<file path="config.mk">
export PLATFORM = sky130hd
export DESIGN_NAME = bram_stream_reader
export DESIGN_NICKNAME = d
export VERILOG_FILES = /design/src/rtl/ntt_mem_pkg.sv /design/src/rtl/sync_fifo_small.sv /design/src/rtl/bram_stream_reader.sv
export SDC_FILE = /design/constraint.sdc
export NUM_CORES = 1
export LEC_CHECK = 0
export ABC_CLOCK_PERIOD_IN_PS = 5810
export BUFFER_PORTS_ARGS = -buffer_cell sky130_fd_sc_hd__buf_4
export CAP_MARGIN = 0
export CORE_MARGIN = 4
export CORE_UTILIZATION = 40
export DETAILED_ROUTE_END_ITERATION = 12
export HOLD_SLACK_MARGIN = 0.06
export MAX_ROUTING_LAYER = met4
export PLACE_DENSITY_LB_ADDON = 0.25
export SLEW_MARGIN = 20
export SYNTH_ARGS = -nofsm -noshare
export SYNTH_HDL_FRONTEND = slang
export SYNTH_SLANG_ARGS = --single-unit
export TNS_END_PERCENT = 50
</file>
<file path="constraint.sdc">
create_clock -name clk -period 5.81 [get_ports clk]
set_input_delay 1.162 -clock clk [delete_from_list [all_inputs] [get_ports clk]]
set_output_delay 1.162 -clock clk [all_outputs]
set_load 0.01 [all_outputs]
</file>
<file path="src/rtl/ntt_mem_pkg.sv">
// Shared constants, FSM state type and bit-reverse helper for NTT BRAM clients.
// Imported by bram_stream_reader and its sub-modules.
package ntt_mem_pkg;

  localparam int BRAM_DW = 36;
  localparam int BRAM_AW = 11;

  typedef enum logic [1:0] {
    IDLE = 2'd0,
    RUN  = 2'd1,
    DONE = 2'd2
  } state_e;

  // Reverse the low nbits bits of value; upper bits come back zero.
  function automatic logic [15:0] bitrev(
    input logic [15:0] value,
    input logic [3:0]  nbits
  );
    logic [15:0] r;
    logic [3:0]  j;
    r = '0;
    for (int i = 0; i < 16; i++) begin
      if (i < int'(nbits)) begin
        j    = nbits - 4'd1 - 4'(i);
        r[j] = value[i];
      end
    end
    return r;
  endfunction

endpackage

</file>
<file path="src/rtl/sync_fifo_small.sv">
// Small register FIFO, first-word-fall-through (dout_o is the head entry).
// Ports: clk, rst (async high), push_i/din_i, pop_i, dout_o, count_o.
module sync_fifo_small
  import ntt_mem_pkg::*;
#(
  parameter int DW    = BRAM_DW,
  parameter int DEPTH = 2,
  parameter int CW    = $clog2(DEPTH + 1)
) (
  input  logic          clk,
  input  logic          rst,
  input  logic          push_i,
  input  logic [DW-1:0] din_i,
  input  logic          pop_i,
  output logic [DW-1:0] dout_o,
  output logic [CW-1:0] count_o
);

  localparam int PW = (DEPTH > 1) ? $clog2(DEPTH) : 1;

  logic [DW-1:0] mem_q [DEPTH];
  logic [PW-1:0] wr_q;
  logic [PW-1:0] rd_q;
  logic [CW-1:0] cnt_q;

  function automatic logic [PW-1:0] inc(input logic [PW-1:0] p);
    return (p == PW'(DEPTH - 1)) ? '0 : p + PW'(1);
  endfunction

  always_ff @(posedge clk or posedge rst) begin
    if (rst) begin
      for (int i = 0; i < DEPTH; i++) mem_q[i] <= '0;
      wr_q  <= '0;
      rd_q  <= '0;
      cnt_q <= '0;
    end else begin
      if (push_i) begin
        mem_q[wr_q] <= din_i;
        wr_q        <= inc(wr_q);
      end
      if (pop_i) rd_q <= inc(rd_q);
      unique case ({push_i, pop_i})
        2'b10:   cnt_q <= cnt_q + CW'(1);
        2'b01:   cnt_q <= cnt_q - CW'(1);
        default: cnt_q <= cnt_q;
      endcase
    end
  end

  assign dout_o  = mem_q[rd_q];
  assign count_o = cnt_q;

endmodule

</file>
<file path="src/rtl/bram_stream_reader.sv">
// Sweeps an address range of a registered-read BRAM and streams it out (valid/ready).
// Ports: clk, rst, start/base_addr/length, busy, done, rd_addr/rd_dout, m_data/m_valid/m_ready.
// Optional macro BITREV_RD_EN adds bitrev/log_len inputs for bit-reversed read order.
module bram_stream_reader
  import ntt_mem_pkg::*;
#(
  parameter int DW         = BRAM_DW,
  parameter int AW         = BRAM_AW,
  parameter int FIFO_DEPTH = 2
) (
  input  logic          clk,
  input  logic          rst,
  input  logic          start,
  input  logic [AW-1:0] base_addr,
  input  logic [AW:0]   length,
`ifdef BITREV_RD_EN
  input  logic          bitrev,
  input  logic [3:0]    log_len,
`endif
  output logic          busy,
  output logic          done,
  output logic [AW-1:0] rd_addr,
  input  logic [DW-1:0] rd_dout,
  output logic [DW-1:0] m_data,
  output logic          m_valid,
  input  logic          m_ready
);

  localparam int CW = $clog2(FIFO_DEPTH + 1);

  state_e        state_q, state_d;
  logic [AW-1:0] base_q;
  logic [AW-1:0] rd_addr_q;
  logic [AW:0]   len_q;
  logic [AW:0]   issue_cnt_q;
  logic [AW:0]   pop_cnt_q;
  logic          inflight_q;
  logic [CW-1:0] fifo_cnt;
  logic [CW:0]   occ;
  logic [AW-1:0] offs;
  logic          accept;
  logic          pop;
  logic          issue;
  logic          last_pop;

`ifdef BITREV_RD_EN
  logic          brev_q;
  logic [3:0]    lg_q;
`endif

  assign accept = (state_q == IDLE) && start;
  assign pop    = m_valid & m_ready;

  // Words held or on their way: a pop this cycle frees one slot early.
  assign occ   = {1'b0, fifo_cnt} + (CW+1)'(inflight_q);
  assign issue = (state_q == RUN)
              && (issue_cnt_q < len_q)
              && (occ < (CW+1)'(FIFO_DEPTH) + (CW+1)'(pop));

  assign last_pop = (state_q == RUN) && pop
                 && (pop_cnt_q == len_q - (AW+1)'(1));

`ifdef BITREV_RD_EN
  assign offs = brev_q
    ? AW'(ntt_mem_pkg::bitrev(16'(issue_cnt_q[AW-1:0]), lg_q))
    : issue_cnt_q[AW-1:0];
`else
  assign offs = issue_cnt_q[AW-1:0];
`endif

  // Address only moves on an issue; otherwise the last one is held.
  assign rd_addr = issue ? base_q + offs : rd_addr_q;

  always_comb begin
    state_d = state_q;
    unique case (state_q)
      IDLE: if (start) state_d = (length == '0) ? DONE : RUN;
      RUN:  if (last_pop) state_d = DONE;
      DONE: state_d = IDLE;
      default: state_d = IDLE;
    endcase
  end

  always_ff @(posedge clk or posedge rst) begin
    if (rst) begin
      state_q     <= IDLE;
      base_q      <= '0;
      len_q       <= '0;
      issue_cnt_q <= '0;
      pop_cnt_q   <= '0;
      inflight_q  <= 1'b0;
      rd_addr_q   <= '0;
    end else begin
      state_q    <= state_d;
      inflight_q <= issue;
      rd_addr_q  <= rd_addr;
      if (accept) begin
        base_q      <= base_addr;
        len_q       <= length;
        issue_cnt_q <= '0;
        pop_cnt_q   <= '0;
      end else begin
        if (issue) issue_cnt_q <= issue_cnt_q + (AW+1)'(1);
        if (pop && state_q == RUN) pop_cnt_q <= pop_cnt_q + (AW+1)'(1);
      end
    end
  end

`ifdef BITREV_RD_EN
  always_ff @(posedge clk or posedge rst) begin
    if (rst) begin
      brev_q <= 1'b0;
      lg_q   <= '0;
    end else if (accept) begin
      brev_q <= bitrev;
      lg_q   <= log_len;
    end
  end
`endif

  // The read issued last cycle lands on rd_dout now.
  sync_fifo_small #(
    .DW    (DW),
    .DEPTH (FIFO_DEPTH),
    .CW    (CW)
  ) u_fifo (
    .clk     (clk),
    .rst     (rst),
    .push_i  (inflight_q),
    .din_i   (rd_dout),
    .pop_i   (pop),
    .dout_o  (m_data),
    .count_o (fifo_cnt)
  );

  assign m_valid = (fifo_cnt != '0);
  assign busy    = (state_q != IDLE);
  assign done    = (state_q == DONE);

endmodule
</file>
# --- Word-level counts from Yosys, hierarchy flattened ---
# Cells that the tools add are included.
totals:
  regBits: 137
  inputBits: 63
  out_inout_bits: 50
  word_cells: 69
op_classes:
  n_addsub: 10
  order_cmp: 5
  n_eq_ne: 7
  muxes: 18
  n_bitwise: 3
  reduce_logical: 14
op_table:
  columns: ["operator", "n"]
  rows:
  - ["36-bit two-way mux", 4]
  - ["72-bit bitwise mux", 1]
  - ["12-bit two-way mux", 4]
  - ["36-bit demux with 1-bit select", 1]
  - ["12-bit by 1-bit adder with 12-bit output, second input constant", 2]
  - ["12-bit == test", 1]
  - ["12-bit zero test", 1]
  - ["12-bit < comparator", 1]
  - ["12-bit by 1-bit subtractor with 12-bit output, second input constant", 1]
  - ["11-bit adder", 1]
  - ["11-bit two-way mux", 1]
  - ["2-bit nonzero test", 5]
  - ["2-bit one-hot mux with 2 select lines", 2]
  - ["1-bit logical AND", 6]
  - ["2-bit two-way mux", 3]
  - ["2-bit by 1-bit == test with 1-bit output, second input constant", 2]
  - ["2-bit == test, second input constant", 2]
  - ["2-bit greater-or-equal comparator, second input constant", 2]
  - ["2-bit != test, second input constant", 2]
  - ["1-bit inverter with 2-bit output", 2]
  - ["2-bit by 1-bit adder with 3-bit output", 1]
  - ["2-bit by 1-bit adder with 3-bit output, first input constant", 1]
  - ["3-bit < comparator", 1]
  - ["1-bit adder, second input constant", 2]
  - ["7 further kinds", 8]

# --- Longest topological paths before layout ---
# Gate-level depths: netlist (run 1).
logic_depth:
  ltp_word: 7
  mapped_depth: 11
  ltp_nobuf: 9

# --- By module ---
# From an unflattened synthesis (run 1), not the netlist that was laid out.
hier_totals:
  hier_cells: 633
  hier_area_um2: 7310.8
modules_own_cells:
  columns: ["module", "n_inst", "cells_each", "area_per_inst_um2", "seq_area_each_um2"]
  rows:
  - ["bram_stream_reader", 1, 427, 3893.7, 1526.5]
  - ["sync_fifo_small", 1, 206, 3417.0, 1901.8]

# --- Worst setup path after synthesis (run 1) ---
# No wires, ideal clock.
synth_path:
  path_kind: "input to output"
  start: "input port m_ready"
  end: "output port rd_addr[0]"
  arrival_time_ns: 2.552
  required_ns: 4.648
  path_slack_ns: 2.096
  stages: 8
  n_path_buf: 2
  cell_sequence: "o21ai_0 > o21ai_0 > o2111a_1 > buf_2 > o21ai_2 > inv_1 > buf_2 > mux2_2"
synth_between:
  elab_chain_cells: 5
synth_rtl:
  columns: ["element", "line", "text"]
  rows:
  - ["from (decl)", "bram_stream_reader.sv:26", "input logic m_ready"]
  - ["1-bit bitwise AND", "bram_stream_reader.sv:52", "assign pop = m_valid & m_ready;"]
  - ["2-bit by 1-bit adder with 3-bit output", "bram_stream_reader.sv:58", "&& (occ < (CW+1)'(FIFO_DEPTH) + (CW+1)'(pop));"]
  - ["3-bit < comparator", "bram_stream_reader.sv:58", null]
  - ["1-bit logical AND", "bram_stream_reader.sv:58", null]
  - ["named net issue", "bram_stream_reader.sv:43", "logic issue;"]
  - ["11-bit two-way mux", "bram_stream_reader.sv:72", "assign rd_addr = issue ? base_q + offs : rd_addr_q;"]
  - ["to (decl)", "bram_stream_reader.sv:22", "output logic [AW-1:0] rd_addr,"]
# The timed path passes the listed nets, and every way through them passes these cells.

# --- Worst setup path in the final report (run 1) ---
layout_path:
  start: "register len_q[5]"
  end: "output port rd_addr[8]"
layout_between:
  elab_chain_cells: 4
layout_rtl:
  columns: ["element", "line", "text"]
  rows:
  - ["from (decl)", "bram_stream_reader.sv:34", "logic [AW:0] len_q;"]
  - ["from (signal assigned)", "bram_stream_reader.sv:99", "len_q <= length;"]
  - ["12-bit < comparator", "bram_stream_reader.sv:57", "&& (issue_cnt_q < len_q)"]
  - ["1-bit logical AND", "bram_stream_reader.sv:57", null]
  - ["1-bit logical AND", "bram_stream_reader.sv:58", null]
  - ["11-bit two-way mux", "bram_stream_reader.sv:72", null]
# Every way passes these cells.

==> flow_summary.json, run 1 <==
{
  "pwr-share-seq_pct": 33.2,
  "final-seq-area_mm2": 0.00343,
  "ios": 113,
  "critical_path_required_ps": 4650,
  "whs_endpoint": "base_q[6]",
  "hold_start": "base_q[6]",
  "synthXorXnorAreaFrac_pct": 4.44,
  "synth_nets": 719,
  "fin_nets": 828,
  "place_area_mm2": 0.00818,
  "synth_fa_ha_area_share_pct": 5.04,
  "worst_hold_slack_ps": 491,
  "synthToLayoutAreaGrowth_pct": 23.2,
  "async_reset_ff_share_pct": 100,
  "leakagePower_uw": 0.00399,
  "drt-initial-drc-count": 220,
  "cts_num_sinks": 137,
  "r2r_cells": 8,
  "fin_crit_ps": 4320,
  "synth_edf_count": 0,
  "grt_pass1_wl_um": 27400,
  "netlist_instances": 628,
  "p_comb_share_pct": 45.7,
  "slew_viol_final": 0,
  "rsz0062_at_grt": "false",
  "grt.total_usage_pct": 17.7,
  "fillers": 1533,
  "p_int_uw": 3230,
  "r2r_end": "state_q[1]",
  "die_area_mm2": 0.0200,
  "hold_path_class": "flop to flop",
  "synthDistinctLibCells": 56,
  "p_per_area_mw_per_mm2": 574,
  "n_antenna_cell": 0,
  "clk_path_buf_depth": 2,
  "gp_congestion": 0.893,
  "synth_top_family_by_area": "multiplexers",
  "place_hpwl_um": 11700,
  "ys_top_cells_by_count": "dfrtp_1, mux2_2, nand2_1",
  "path_clk_slew_ps": 60,
  "cts_tree": "yes",
  "wire_per_inst_um": 16.9,
  "synthTopCellsByArea": "dfrtp_1, mux2_2, ha_1",
  "switching_share_pct": 35.7,
  "synth_area_mm2": 0.00711,
  "syn-mean-instance-area_um2": 11.3,
  "crit_fanout": 11,
  "ir_drop_mv": 0.386,
  "core_area_mm2": 0.0174,
  "ys_warn_count": 0,
  "hold_viol": 0,
  "crit_type": "flop to output pin",
  "worstMarginPinSlew_ps": 1070,
  "max_freq_mhz": 231,
  "critPathArrivalTime_ps": 3160,
  "min_period_over_period_pct": 74.4,
  "grt-ovfl-total": 0,
  "via_count": 5221,
  "first_pass_iters": 5,
  "htree_levels": 4,
  "start_util_pct": 40.9,
  "routed_wl_um": 16400,
  "numCtsBuffers": 17,
  "synth_top_area_share_pct": 48.2,
  "synthSimpleGateAreaFrac_pct": 11.0,
  "fin_tns_setup_ps": 0,
  "ff2ff_setup_slack_ps": 2970,
  "final_area_mm2": 0.00875,
  "clkLatencyLatePin_ps": 430,
  "layout-drive-gt1-share_pct": 38.0,
  "rows": 48,
  "ys.flop_type": "dfrtp_1",
  "vias_per_cell": 5.35,
  "dp.cells": 943,
  "switchingPower_uw": 1800,
  "synth_compound_area_share_pct": 8.33,
  "yosysMostFrequentCell": "dfrtp_1",
  "finalSetupViolations": 0,
  "startpoint_type": "flop",
  "cts_root_buf": "clkbuf_16",
  "synth-seq-cells": 137,
  "outcome": "complete, no violations",
  "cts_setup_buffers": 0,
  "cts_hold_buf": 0,
  "die_w_um": 141,
  "stdcell_count": 975,
  "clkPwrFrac_pct": 21.1,
  "relSlewSlack_pct": 28.7,
  "fin_util_pct": 50.4,
  "critPathCaptureType": "output pin",
  "grt_pass1_vias": 5563,
  "timing.rr.start": "len_q[0]",
  "ys_seq_area_share_pct": 48.2,
  "multi_input_area_mm2": 0.00348,
  "cts_resized": 0,
  "die_y_um": 141,
  "grt_max_degree": 59,
  "synth_top_area_cell": "dfrtp_1",
  "drv_cap": 0,
  "min_path_cells": 2,
  "fin_skew_ps": 8.31,
  "drc": 0,
  "antenna_found_initial": 0,
  "ant_nets": 0,
  "yosys-mux-area-fraction_pct": 20.0,
  "numPortBuffers": 112
}
[registers in the layout, indices dropped and copies added (netlist names)]
| register | flops |
|---|---|
| pop_cnt_q | 12 |
| inflight_q | 1 |
| u_fifo.wr_q | 1 |
| u_fifo.rd_q | 1 |
| issue_cnt_q | 12 |
| u_fifo.mem_q | 72 |
| state_q | 2 |
| len_q | 12 |
| u_fifo.count_o | 2 |
| rd_addr_q | 11 |
| base_q | 11 |
[cell families (layout without fill, tap and decap cells)]
kind of cell | after synthesis | after routing
AOI/OAI and AO/OA | 87 | 87
xor gates and xnor gates | 36 | 36
adders and majority gates | 28 | 28
buffers and inverters | 54 | 176
DFF | 137 | 137
muxes | 127 | 127
and+or+nand+nor | 159 | 159
[critical path: stages (launching register included)]
cell	delay, ps
dfrtp_1	500
inv_1	140
ha_1	330
a21o_1	160
a21o_1	170
a21oi_1	190
o31a_1	210
o21ai_2	100
inv_1	390
mux2_2	410
buf_4	150
[layout make-up]
type	instances	share of cell area, %
Inverter	26	1.14
Multi-Input combinational cell	437	39.8
Sequential cell	137	39.2
Tap cell	225	3.22
Clock buffer	17	4.86
Clock inverter	15	1.74
Timing Repair Buffer	118	10.1
[worst max path at each step]
stage | start | to | depth (start not counted)
floorplan | rst | base_q[0] | 1
global placement | m_ready | rd_addr[9] | 8
detailed placement | m_ready | rd_addr[8] | 8
CTS | len_q[5] | rd_addr[8] | 10
global route | issue_cnt_q[0] | rd_addr[10] | 10
finish | len_q[5] | rd_addr[8] | 10
[per-layer routing]
| metal | up-vias | global-route usage, % | wire length (um) |
|---|---|---|---|
| met5 | - | - | 0 |
| met4 | 0 | 6.63 | 367 |
| met3 | 31 | 3.51 | 867 |
| met2 | 133 | 29.1 | 8240 |
| met1 | 2590 | 21.7 | 6960 |
| li1 | 2467 | - | - |
[metrics by stage]
stage | worst slack (ps) | total power, uW
floorplan | 980 | 3160
global placement | 1550 | 3910
detailed placement | 1500 | 4000
CTS | 1470 | 5090
global route | 1260 | 5380
finish | 1490 | 5030
[placed cells by master, fill, tap and decap left out, types with 8 or more instances in the layout]
cell type,netlist,routed
dfrtp_1,137,137
mux2_2,119,119
buf_4,1,118
nand2_1,62,62
ha_1,27,27
inv_1,26,25
nor2_1,26,25
o21ai_0,24,24
a21oi_1,20,20
xnor2_1,19,19
xor2_1,17,17
clkbuf_16,0,17
nand4_1,14,14
nand3_1,12,12
nor3_1,9,9
mux2i_1,8,8
[power groups by stage]
stage | Clock, uW | Combinational, uW | Sequential (uW)
final | 1060 | 2300 | 1670
after global routing | 1130 | 2530 | 1720
after CTS | 1090 | 2340 | 1670
after detailed placement | 0 | 2320 | 1680
after global placement | 0 | 2260 | 1650
after floorplan | 0 | 1620 | 1550
No activity file was read; power rests on OpenSTA's default activity.
==> run 2: changes to the inputs <==
Settings changed: ABC_CLOCK_PERIOD_IN_PS 5810 to 4100.
Clock period 5.81 ns to 4.1 ns, I/O delays scaled along.
==> run 2 against run 1 <==
Compared with the run above:
- core utilization increased by 0.23 points
- combinational power increased by 45%
- worst setup slack got worse by 1200 ps
- critical endpoint is now rd_addr[9]
- largest power group unchanged
==> flow_summary.json, run 2 (synthesized netlist as in run 1, its figures left out) <==
{
  "ff2ff_setup_slack_ps": 1190,
  "critPathCaptureType": "output pin",
  "drv_cap": 0,
  "p_comb_share_pct": 46.8,
  "crit_start": "issue_cnt_q[2]",
  "htree_levels": 4,
  "via_count": 5241,
  "place_hpwl_um": 12300,
  "final_common_cell": "dfrtp_1",
  "cts_setup_buffers": 0,
  "ir_drop_mv": 0.522,
  "busiest_layer": "met2",
  "n_antenna_cell": 0,
  "r2r_end": "state_q[1]",
  "timing.rr.start": "len_q[0]",
  "min_path_cells": 2,
  "clkLatencyLatePin_ps": 420,
  "slew_viol_final": 0,
  "power_uw": 7150,
  "leakagePower_uw": 0.00399,
  "die_y_um": 141,
  "largest_register_ffs": 72,
  "cts_root_buf": "clkbuf_16",
  "fin_tns_setup_ps": 0,
  "grt.total_usage_pct": 17.9,
  "ant_nets": 0,
  "numPortBuffers": 112,
  "use_met2_pct": 29.6,
  "cts_num_sinks": 137,
  "vias_per_cell": 5.36,
  "p_per_area_mw_per_mm2": 813,
  "first_pass_iters": 5,
  "met3_usage_pct": 3.40,
  "whs_endpoint": "base_q[2]",
  "crit_type": "flop to output pin",
  "wire_per_inst_um": 17.3,
  "grt_use_met1_pct": 22.5,
  "crit_fanout": 7,
  "switchingPower_uw": 2580,
  "switching_share_pct": 36.2,
  "ios": 113,
  "fin_crit_ps": 3850,
  "rsz0062_at_grt": "false",
  "fin_skew_ps": 6.48,
  "finalSetupViolations": 0,
  "crit_slowest_cell": "or4b_2",
  "mostFrequentLayoutCells": "dfrtp_1, mux2_2, buf_4",
  "antenna_found_initial": 0,
  "drc": 0,
  "p_int_uw": 4560,
  "grt_pass1_vias": 5454,
  "rows": 48,
  "drt-initial-drc-count": 278,
  "hold_path_class": "flop to flop",
  "hold_viol": 0,
  "routed_wl_um": 17000,
  "hold_start": "base_q[2]",
  "layout-drive-gt1-share_pct": 38.4,
  "core_area_mm2": 0.0174,
  "critical_path_required_ps": 3280,
  "relSlewSlack_pct": 39.1,
  "crit_family": "simple AND/OR/NAND/NOR gates",
  "startpoint_type": "flop",
  "start_util_pct": 40.9,
  "synthToLayoutAreaGrowth_pct": 23.7,
  "outcome": "complete, no violations",
  "grt_max_degree": 59,
  "worstMarginPinSlew_ps": 913,
  "cp.buffers_inverters": 1,
  "r2r_cells": 8,
  "cts_tree": "yes",
  "path_clk_slew_ps": 60,
  "regMostFlops": "u_fifo.mem_q",
  "min_period_over_period_pct": 93.9,
  "clk_path_buf_depth": 2,
  "fin_nets": 831,
  "clkPwrFrac_pct": 20.1,
  "crit_chain": "ha_1, and3_1, a221oi_1, a21oi_1, or4b_2, nand3_1, mux2_2, buf_4",
  "die_area_mm2": 0.0200,
  "gp_congestion": 0.915,
  "grt-ovfl-total": 0,
  "fillers": 1558,
  "critPathArrivalTime_ps": 3030,
  "critPathMaxStageDelay_ps": 660,
  "max_freq_mhz": 260,
  "die_w_um": 141,
  "pwr-share-seq_pct": 33.1,
  "grt_pass1_wl_um": 27800,
  "numCtsBuffers": 17
}
run 2: worst max-delay path by stage:
| stage | slack [ps] | cells after the start | endpoint |
|---|---|---|---|
| final | 250 | 8 | rd_addr[9] |
| after global routing | 70 | 8 | rd_addr[9] |
| after global placement | 670 | 10 | rd_addr[9] |
| after detailed placement | 580 | 10 | rd_addr[7] |
| after floorplan | 1030 | 7 | rd_addr[9] |
| after CTS | 120 | 10 | rd_addr[7] |
run 2: metrics by stage:
stage / hold WS, ps / std cells / instance area [um2] / utilization, % / setup WS (ps)
2_1_floorplan: 452 / 628 / 7110 / - / 1030
3_3_place_gp: 470 / 945 / 8200 / 47.3 / 672
3_5_place_dp: 473 / 945 / 8200 / 47.3 / 579
4_1_cts: 492 / 977 / 8760 / 50.5 / 116
5_1_grt: 511 / 978 / 8790 / 50.7 / 65.4
6_report: 489 / 978 / 8790 / 50.7 / 248
run 2: cell type report:
| cell class | instances | area, um2 | share of cell area [%] |
|---|---|---|---|
| Tap cell | 225 | 282 | 3.20 |
| Timing Repair Buffer | 121 | 941 | 10.7 |
| Clock inverter | 15 | 133 | 1.51 |
| Clock buffer | 17 | 425 | 4.84 |
| Sequential cell | 137 | 3430 | 39.0 |
| Multi-Input combinational cell | 437 | 3480 | 39.6 |
| Inverter | 26 | 105 | 1.20 |
run 2: power by group through the flow:
stage | Clock [uW] | Combinational, uW | Sequential (uW)
floorplan | 0 | 2290 | 2200
global route | 1530 | 3640 | 2450
finish | 1440 | 3340 | 2370
global placement | 0 | 3240 | 2340
CTS | 1470 | 3350 | 2370
detailed placement | 0 | 3330 | 2390
run 2: what timing repair did:
action | 4_1_cts | 5_1_grt
endpoints found under the hold margin | 0 | 0
setup endpoints to repair | 0 | 5
hold buffers | 0 | 0
gates resized for setup | 0 | 1
run 2: per-layer routing:
| metal | wire [um] | up-vias | part of all wire [%] |
|---|---|---|---|
| met4 | 309 | 0 | 1.8 |
| met5 | 0 | - | 0 |
| met2 | 8450 | 127 | 50 |
| met3 | 815 | 27 | 4.8 |
| met1 | 7390 | 2622 | 44 |
| li1 | - | 2465 | - |
run 2: worst register-to-register path, cell delays in order (launching register included):
cell and delay, ps:
dfrtp_1 480, inv_1 140, ha_1 410, or4b_4 550, or4_1 520, a31oi_1 250, a221oi_1 150, a21oi_2 180
o2bb2ai_1 140
==> run 3: changes to the inputs <==
--- a/config.mk
+++ b/config.mk
@@ -11,4 +11,5 @@
 export CORE_MARGIN = 4
 export CORE_UTILIZATION = 40
+export CTS_BUF_LIST = sky130_fd_sc_hd__clkbuf_8
 export DETAILED_ROUTE_END_ITERATION = 12
 export HOLD_SLACK_MARGIN = 0.06
==> constraint.sdc (replaced) <==
create_clock -name clk -period 4.1 [get_ports clk]
set_input_delay 0.82 -clock clk [delete_from_list [all_inputs] [get_ports clk]]
set_output_delay 0.82 -clock clk [all_outputs]
set_load 0.02 [all_outputs]
==> run 3 against run 2 <==
Compared with the run above:
- design area decreased by 1.4%
- first-iteration DRC count up 11%
- worst hold slack worse by 87 ps
- clock-buffer cell count stayed put
- die area did not move
- non-clock buffer count increased by 1
- via count fell by 0.74%
- total power grew 0.44%
- critical path type unchanged
- sequential share of layout area up 0.56 points
==> flow_summary.json, run 3 (synthesized netlist as in run 1, its figures left out) <==
{
  "outcome": "complete, no violations",
  "rsz0062_at_grt": "false",
  "cts_num_sinks": 137,
  "final-seq-area_mm2": 0.00343,
  "critPathMaxStageDelay_ps": 670,
  "busiest_layer": "met2",
  "fin_skew_ps": 11.7,
  "largest_register_ffs": 72,
  "timing.rr.start": "len_q[0]",
  "path_clk_slew_ps": 80,
  "crit_chain": "ha_1, and3_1, a221oi_1, a21oi_1, or4b_2, nand3_1, mux2_2, buf_4",
  "die_y_um": 141,
  "antenna_found_initial": 0,
  "place_hpwl_um": 12100,
  "numCtsBuffers": 17,
  "crit_start": "issue_cnt_q[2]",
  "p_per_area_mw_per_mm2": 828,
  "via_count": 5202,
  "grt_pass1_wl_um": 28100,
  "worstMarginPinSlew_ps": 898,
  "hold_path_class": "input port to async pin",
  "cts_root_buf": "clkbuf_8",
  "mostFrequentLayoutCells": "dfrtp_1, mux2_2, buf_4",
  "met3_usage_pct": 4.01,
  "startpoint_type": "flop",
  "cts_tree": "yes",
  "grt-ovfl-total": 0,
  "leakagePower_uw": 0.00394,
  "crit_type": "flop to output pin",
  "final_common_cell": "dfrtp_1",
  "gp_congestion": 0.886,
  "slew_viol_final": 0,
  "core_area_mm2": 0.0174,
  "min_period_over_period_pct": 95.9,
  "layout-drive-gt1-share_pct": 38.2,
  "ios": 113,
  "crit_slowest_cell": "or4b_2",
  "drv_cap": 0,
  "grt.total_usage_pct": 18.1,
  "hold_viol": 0,
  "critPathArrivalTime_ps": 3110,
  "ant_nets": 0,
  "critical_path_required_ps": 3280,
  "start_util_pct": 40.9,
  "rows": 48,
  "htree_levels": 4,
  "critPathCaptureType": "output pin",
  "clkLatencyLatePin_ps": 450,
  "fin_nets": 832,
  "use_met2_pct": 29.5,
  "multi_input_area_mm2": 0.00348,
  "fin_crit_ps": 3930,
  "finalSetupViolations": 0,
  "n_antenna_cell": 0,
  "clk_path_buf_depth": 2,
  "die_area_mm2": 0.0200,
  "cts_hold_buf": 0,
  "ir_drop_mv": 0.599,
  "synthToLayoutAreaGrowth_pct": 22.0,
  "regMostFlops": "u_fifo.mem_q",
  "drc": 0,
  "wire_per_inst_um": 17.2,
  "final_area_mm2": 0.00867,
  "vias_per_cell": 5.32,
  "grt_pass1_vias": 5558,
  "fin_tns_setup_ps": 0,
  "grt_max_degree": 64,
  "grt_use_met1_pct": 22.5,
  "first_pass_iters": 4,
  "routed_wl_um": 16800,
  "max_freq_mhz": 254,
  "numPortBuffers": 112,
  "relSlewSlack_pct": 40.1,
  "die_w_um": 141,
  "drt-initial-drc-count": 308,
  "place_area_mm2": 0.00820,
  "fillers": 1546,
  "crit_fanout": 7
}
run 3: what timing repair did:
action                     in CTS  in global routing
hold endpoints to repair        0                  0
gates resized for setup         0                  1
buffers inserted                0                  1
setup endpoints to repair       0                 10
run 3: area by class of cell:
class                   count  share of cell area [%]
repair buffers            122                    11.2
flip-flops and latches    137                    39.5
inverters                  26                    1.21
well taps                 225                    3.25
clock buffers              17                    2.70
clock inverters            14                    1.99
multi-input cells         437                    40.1
run 3: metrics by stage:
| stage | cells | hold WS (ps) | worst slack (ps) | util (%) | power (uW) |
|---|---|---|---|---|---|
| CTS | 975 | 495 | 47.6 | 49.6 | 7210 |
| detailed placement | 944 | 474 | 562 | 47.2 | 6020 |
| global placement | 944 | 468 | 653 | 47.2 | 5900 |
| finish | 978 | 402 | 169 | 49.9 | 7180 |
| floorplan | 628 | 452 | 998 | - | 4810 |
| global route | 978 | 392 | 3.29 | 49.9 | 7670 |
run 3: worst paths after layout:
check	to	slack [ps]	depth (start not counted)
max in group asynchronous	u_fifo.mem_q[21]	2730	4
max reg2reg	state_q[1]	1240	8
min	u_fifo.mem_q[58]	400	2
min reg2reg	base_q[2]	490	2
min in group clk	base_q[2]	490	2
max	rd_addr[9]	170	8
run 3: worst max-delay path, delay by kind of cell (launching register included):
family          cells  cell delay, ps
fa+ha+maj           1             360
simple gates        3             960
flops               1             470
compound gates      2             580
mux                 1             160
buf+inv             1             140
run 3: where the power goes:
group	switching (uW)	internal [uW]	leakage [uW]
logic	1800	1860	0.00208
clock network	550	603	0.000208
registers	437	1930	0.00165
total	2780	4390	0.00394
run 3: per-layer routing:
layer	vias to the layer above	wire length, um
met1	2580	7370
met4	0	300
li1	2463	-
met2	131	8320
met3	28	790
met5	-	0
